==> src/rtl/mem_wb_stage.sv <==
// MEM/WB pipeline register and writeback datapath for the 5-stage RV32I core.
// Holds load data across stalls, aligns loads and selects the register-file write value.
module mem_wb_stage #(
   parameter int         XLEN   = 32,
   parameter logic [6:0] NOP_OP = 7'b0010011
) (
   input  logic            clk,
   input  logic            rst,
   input  logic            stall,
   input  logic            flush,
   input  logic [6:0]      MEM_op,
   input  logic [4:0]      MEM_rd,
   input  logic [2:0]      MEM_funct3,
   input  logic [XLEN-1:0] MEM_alu_out,
   input  logic [XLEN-1:0] MEM_pc4,
   input  logic [11:0]     MEM_CSR_imm,
   input  logic [XLEN-1:0] DM_dout,
   input  logic [XLEN-1:0] CSR_dout,
   output logic [6:0]      WB_op,
   output logic [4:0]      WB_rd,
   output logic [11:0]     WB_CSR_imm,
   output logic [XLEN-1:0] WB_wdata,
   output logic            WB_reg_we,
   output logic            WB_retire
);

   localparam logic [6:0] OP_LOAD   = 7'b0000011;
   localparam logic [6:0] OP_I_ARTH = 7'b0010011;
   localparam logic [6:0] OP_AUIPC  = 7'b0010111;
   localparam logic [6:0] OP_STORE  = 7'b0100011;
   localparam logic [6:0] OP_R      = 7'b0110011;
   localparam logic [6:0] OP_LUI    = 7'b0110111;
   localparam logic [6:0] OP_BRANCH = 7'b1100011;
   localparam logic [6:0] OP_JALR   = 7'b1100111;
   localparam logic [6:0] OP_JAL    = 7'b1101111;
   localparam logic [6:0] OP_CSR    = 7'b1110011;

   logic [XLEN-1:0] wb_alu_out;
   logic [XLEN-1:0] wb_pc4;
   logic [2:0]      wb_funct3;
   logic [XLEN-1:0] ld_hold;
   logic            ld_hold_valid;
   logic [XLEN-1:0] ld_word;
   logic [XLEN-1:0] ld_data;
   logic [7:0]      ld_byte;
   logic [15:0]     ld_half;

   // NOTE: sequential state uses non-blocking assignments so every register
   // samples the pre-edge values regardless of statement order.
   always_ff @(posedge clk) begin
      if (rst || flush) begin
         WB_op      <= NOP_OP;
         WB_rd      <= '0;
         WB_CSR_imm <= '0;
         wb_alu_out <= '0;
         wb_pc4     <= '0;
         wb_funct3  <= '0;
      end else if (!stall) begin
         WB_op      <= MEM_op;
         WB_rd      <= MEM_rd;
         WB_CSR_imm <= MEM_CSR_imm;
         wb_alu_out <= MEM_alu_out;
         wb_pc4     <= MEM_pc4;
         wb_funct3  <= MEM_funct3;
      end
   end

   // SRAM output is only valid in a load's first WB cycle; keep it while stalled.
   always_ff @(posedge clk) begin
      if (rst || flush || !stall) begin
         ld_hold_valid <= 1'b0;
      end else if (WB_op == OP_LOAD && !ld_hold_valid) begin
         ld_hold_valid <= 1'b1;
      end
   end

   // NOTE: the held data word needs no reset; it is never used unless
   // ld_hold_valid (which is reset) says it was written.
   always_ff @(posedge clk) begin
      if (!rst && !flush && stall && WB_op == OP_LOAD && !ld_hold_valid) begin
         ld_hold <= DM_dout;
      end
   end

   assign ld_word = ld_hold_valid ? ld_hold : DM_dout;

   // NOTE: every always_comb output gets a default first so no latch is inferred.
   always_comb begin
      ld_byte = ld_word[7:0];
      case (wb_alu_out[1:0])
         2'd1:    ld_byte = ld_word[15:8];
         2'd2:    ld_byte = ld_word[23:16];
         2'd3:    ld_byte = ld_word[31:24];
         default: ld_byte = ld_word[7:0];
      endcase
      ld_half = wb_alu_out[1] ? ld_word[31:16] : ld_word[15:0];

      ld_data = ld_word;
      case (wb_funct3)
         3'b000:  ld_data = {{(XLEN-8){ld_byte[7]}}, ld_byte};
         3'b100:  ld_data = {{(XLEN-8){1'b0}}, ld_byte};
         3'b001:  ld_data = {{(XLEN-16){ld_half[15]}}, ld_half};
         3'b101:  ld_data = {{(XLEN-16){1'b0}}, ld_half};
         default: ld_data = ld_word;
      endcase
   end

   always_comb begin
      WB_wdata  = wb_alu_out;
      WB_reg_we = 1'b0;
      case (WB_op)
         OP_LOAD:         WB_wdata = ld_data;
         OP_JAL, OP_JALR: WB_wdata = wb_pc4;
         OP_CSR:          WB_wdata = CSR_dout;
         default:         WB_wdata = wb_alu_out;
      endcase
      case (WB_op)
         OP_LOAD, OP_I_ARTH, OP_R, OP_LUI, OP_AUIPC, OP_JAL, OP_JALR, OP_CSR:
            WB_reg_we = (WB_rd != 5'd0);
         OP_STORE, OP_BRANCH:
            WB_reg_we = 1'b0;
         default:
            WB_reg_we = 1'b0;
      endcase
   end

   // Bubbles (addi x0,x0,0) never retire, matching the CSR unit's instret rule.
   assign WB_retire = !stall && !rst && !(WB_op == OP_I_ARTH && WB_rd == 5'd0);

endmodule

==> config.mk <==
export PLATFORM = sky130hd
export DESIGN_NAME = mem_wb_stage
export DESIGN_NICKNAME = d
export VERILOG_FILES = /design/src/rtl/mem_wb_stage.sv
export SDC_FILE = /design/constraint.sdc
export NUM_CORES = 1
export LEC_CHECK = 0
export ABC_AREA = 1
export BUFFER_PORTS_ARGS = -buffer_cell sky130_fd_sc_hd__buf_2
export CORE_UTILIZATION = 40
export CTS_CLUSTER_SIZE = 12
export DETAILED_ROUTE_END_ITERATION = 10
export PLACE_DENSITY_LB_ADDON = 0.25
export SLEW_MARGIN = 20
export SYNTH_ARGS = -nofsm -noshare
export SYNTH_HDL_FRONTEND = slang
export SYNTH_SLANG_ARGS = --single-unit
==> constraint.sdc <==
create_clock -name clk -period 4.9 [get_ports clk]
set_clock_uncertainty 0.15 [all_clocks]
set_input_delay 0.98 -clock clk [delete_from_list [all_inputs] [get_ports clk]]
set_output_delay 0.98 -clock clk [all_outputs]
set_load 0.01 [all_outputs]
==> results.yml <==
yosys:
  synth_warnings: 0
  syn_avg_cell_area_um2: 6.95
  ys_top_cells_by_area: "dfxtp_1 29%, nand2_1 16%, edfxtp_1 15%"
  ys_ff_latch: 124
  synth_largest_area_cell: "dfxtp_1"
  yosys.area.top_type_share: 0.288
  ys_types: 30
  yosysSeqAreaShare: 0.439
  postSynthNetCount: 1078
  syn_inst: 919
  syn_area_um2: 6390
floorplan:
  rows: 45
  die_h_um: 128
  io_pins: 217
  core_area_um2: 15400
  initial_core_util: 0.416
  die_w_um: 128
  dieArea_um2: 16500
min_path:
  hp-start: "wb_pc4[4]"
  hold_path_class: "reg2reg"
detailed_routing:
  drt_wl_total_um: 21300
  vias_per_cell: 5.07
  dr.pass1.iters: 5
  drtAntennaViolNets: 0
  drtIter0Drc: 483
  drc: 0
  via_count: 6737
  wl_per_cell_um: 16.0
sta:
  period_share: 0.860
  tightestPinTransition_ns: 1.05
  slew_headroom: 0.296
  setup-tns-final_ns: 0
  fin_ws_ns: 0.687
  fmax_ghz: 0.237
  hold_viol: 0
  holdWs_ns: 0.301
  setup_viol: 0
  period_minus_slack_ns: 4.21
  maxSlewViolCount: 0
  grt_setup_unrepaired: "no"
worst_setup_path:
  criticalPathCategory: "reg2out"
  slowest_delay_ns: 0.69
  end_kind: "primary output"
  critPathLaunch: "WB_op[1]"
  timing.rr.start: "WB_op[1]"
  path_cells: "nand2_1, or2_1, nor2_4, buf_4, nand2_2, nand3_2, nor2_1, nor2_1, nand2_1, buf_2"
  cp-start-kind: "flip-flop"
  cp.arrival_ns: 3.08
  cp.required_ns: 3.77
  cp_max_fo: 53
  cp_slowest_cell: "nand2_2"
global_routing:
  overflow: 0
  grt_pass1_vias: 6376
  grt_use_total: 0.266
  grt_pass1_wl_um: 33500
  antenna_found_initial: 4
  grt_max_degree: 98
cts:
  numCtsBuffers: 17
  clkSlewWorstSetupHoldPaths_ns: 0.06
  cts_sinks: 124
  cts_tree: "built"
  cts_resized: 0
  cts.htree.levels: 4
  cts_hold_buffers: 0
  post-cts-setup-buffer-count: 0
  clk_latency_ns: 0.43
  cts_max_path_buffers: 2
  root_buffer: "clkbuf_16"
power:
  peakVddDrop_mv: 0.264
  power_leakage_nw: 3.70
  powerDensity_nw_per_um2: 325
place:
  io_buffers: 216
  dpl.hpwl_um: 15200
  routabilityCongestion: 0.854
  dp_slack_ns: 1.10
finish:
  fin_nets: 1260
  final_cell_mix: "267 x nand2_1, 215 x buf_2, 100 x a21oi_1, 92 x dfxtp_1, 84 x o21ai_0"
  layout-drive-gt1-share: 0.258
  area_delta_synth_final_pct: 27.1
  fillers: 1607
  final_common_cell: "nand2_1"
run:
  maxCapViolCount: 0
status:
  status: "finished clean"
cell type report:
type | instances | area [um2] | area share
sequential | 124 | 2800 | 0.345
timing repair buffer | 225 | 1150 | 0.142
clock buffer | 20 | 467 | 0.0575
clock inverter | 11 | 106 | 0.0131
inverter | 78 | 293 | 0.0360
antenna | 5 | 12.5 | 0.00154
multi-input combinational | 655 | 3030 | 0.373
tap | 211 | 264 | 0.0325
layer usage:
| layer | part of all wire | up-vias | track usage |
|---|---|---|---|
| li1 | - | 3392 | - |
| met1 | 0.45 | 3092 | 0.343 |
| met2 | 0.46 | 219 | 0.412 |
| met3 | 0.069 | 34 | 0.0744 |
| met4 | 0.027 | 0 | 0.123 |
| met5 | 0 | - | 0 |
state kept, by name, indices dropped and copies added (netlist names):
name and cells:
WB_CSR_imm 12, WB_op 7, WB_rd 5, ld_hold 32, ld_hold_valid 1, wb_alu_out 32, wb_funct3 3, wb_pc4 32
synth_stat cells:
library cell,n
a211oi_1,1
a21oi_1,100
a31oi_1,1
buf_1,3
buf_2,20
buf_4,2
buf_6,1
buf_8,1
clkbuf_1,35
clkinv_1,1
dfxtp_1,92
edfxtp_1,32
inv_1,74
inv_2,3
nand2_1,267
nand2_2,17
nand2_4,1
nand3_1,66
nand3_2,5
nand3_4,1
nand3b_1,6
nand4_1,26
nor2_1,63
nor2_4,1
nor3_1,5
o211ai_1,8
o21a_1,1
o21ai_0,84
o21ai_1,1
or2_1,1
power by group:
part           internal, mW  total (mW)  switching [mW]  leakage, nW
registers              1.08        1.09          0.0154         1.04
clock network         0.740        1.22           0.478        0.285
logic                 0.121       0.324           0.203         2.38
kinds of logic after synthesis:
logic type / count (synthesis) / share of synthesized area
simple gates: 459 / 0.314
buf+inv: 140 / 0.0903
flops: 124 / 0.439
compound gates: 196 / 0.158
metrics by stage:
stage          utilization  power, mW  instances  cell area, um2
3_5_place_dp         0.490       1.44       1293            7540
5_1_grt              0.528       2.75       1327            8120
4_1_cts              0.528       2.66       1324            8110
2_1_floorplan            -       1.30        919            6390
3_3_place_gp         0.490       1.44       1293            7540
6_report             0.528       2.64       1329            8120
worst paths after layout:
path / endpoint / slack, ns / cells past startpoint
worst min-delay path: wb_pc4[4] / 0.30 / 2
worst min register to register: wb_pc4[4] / 0.30 / 2
worst max-delay path: WB_wdata[4] / 0.69 / 10
worst max register to register: ld_hold[18] / 1.57 / 7
worst max-delay path, delay by kind of cell (launching register included):
family                 cells  cell delay, ns
buffers and inverters      2            0.49
flip-flops                 1            0.34
AND/OR/NAND/NOR            8            1.82
Power figures use the tool's default switching activity.
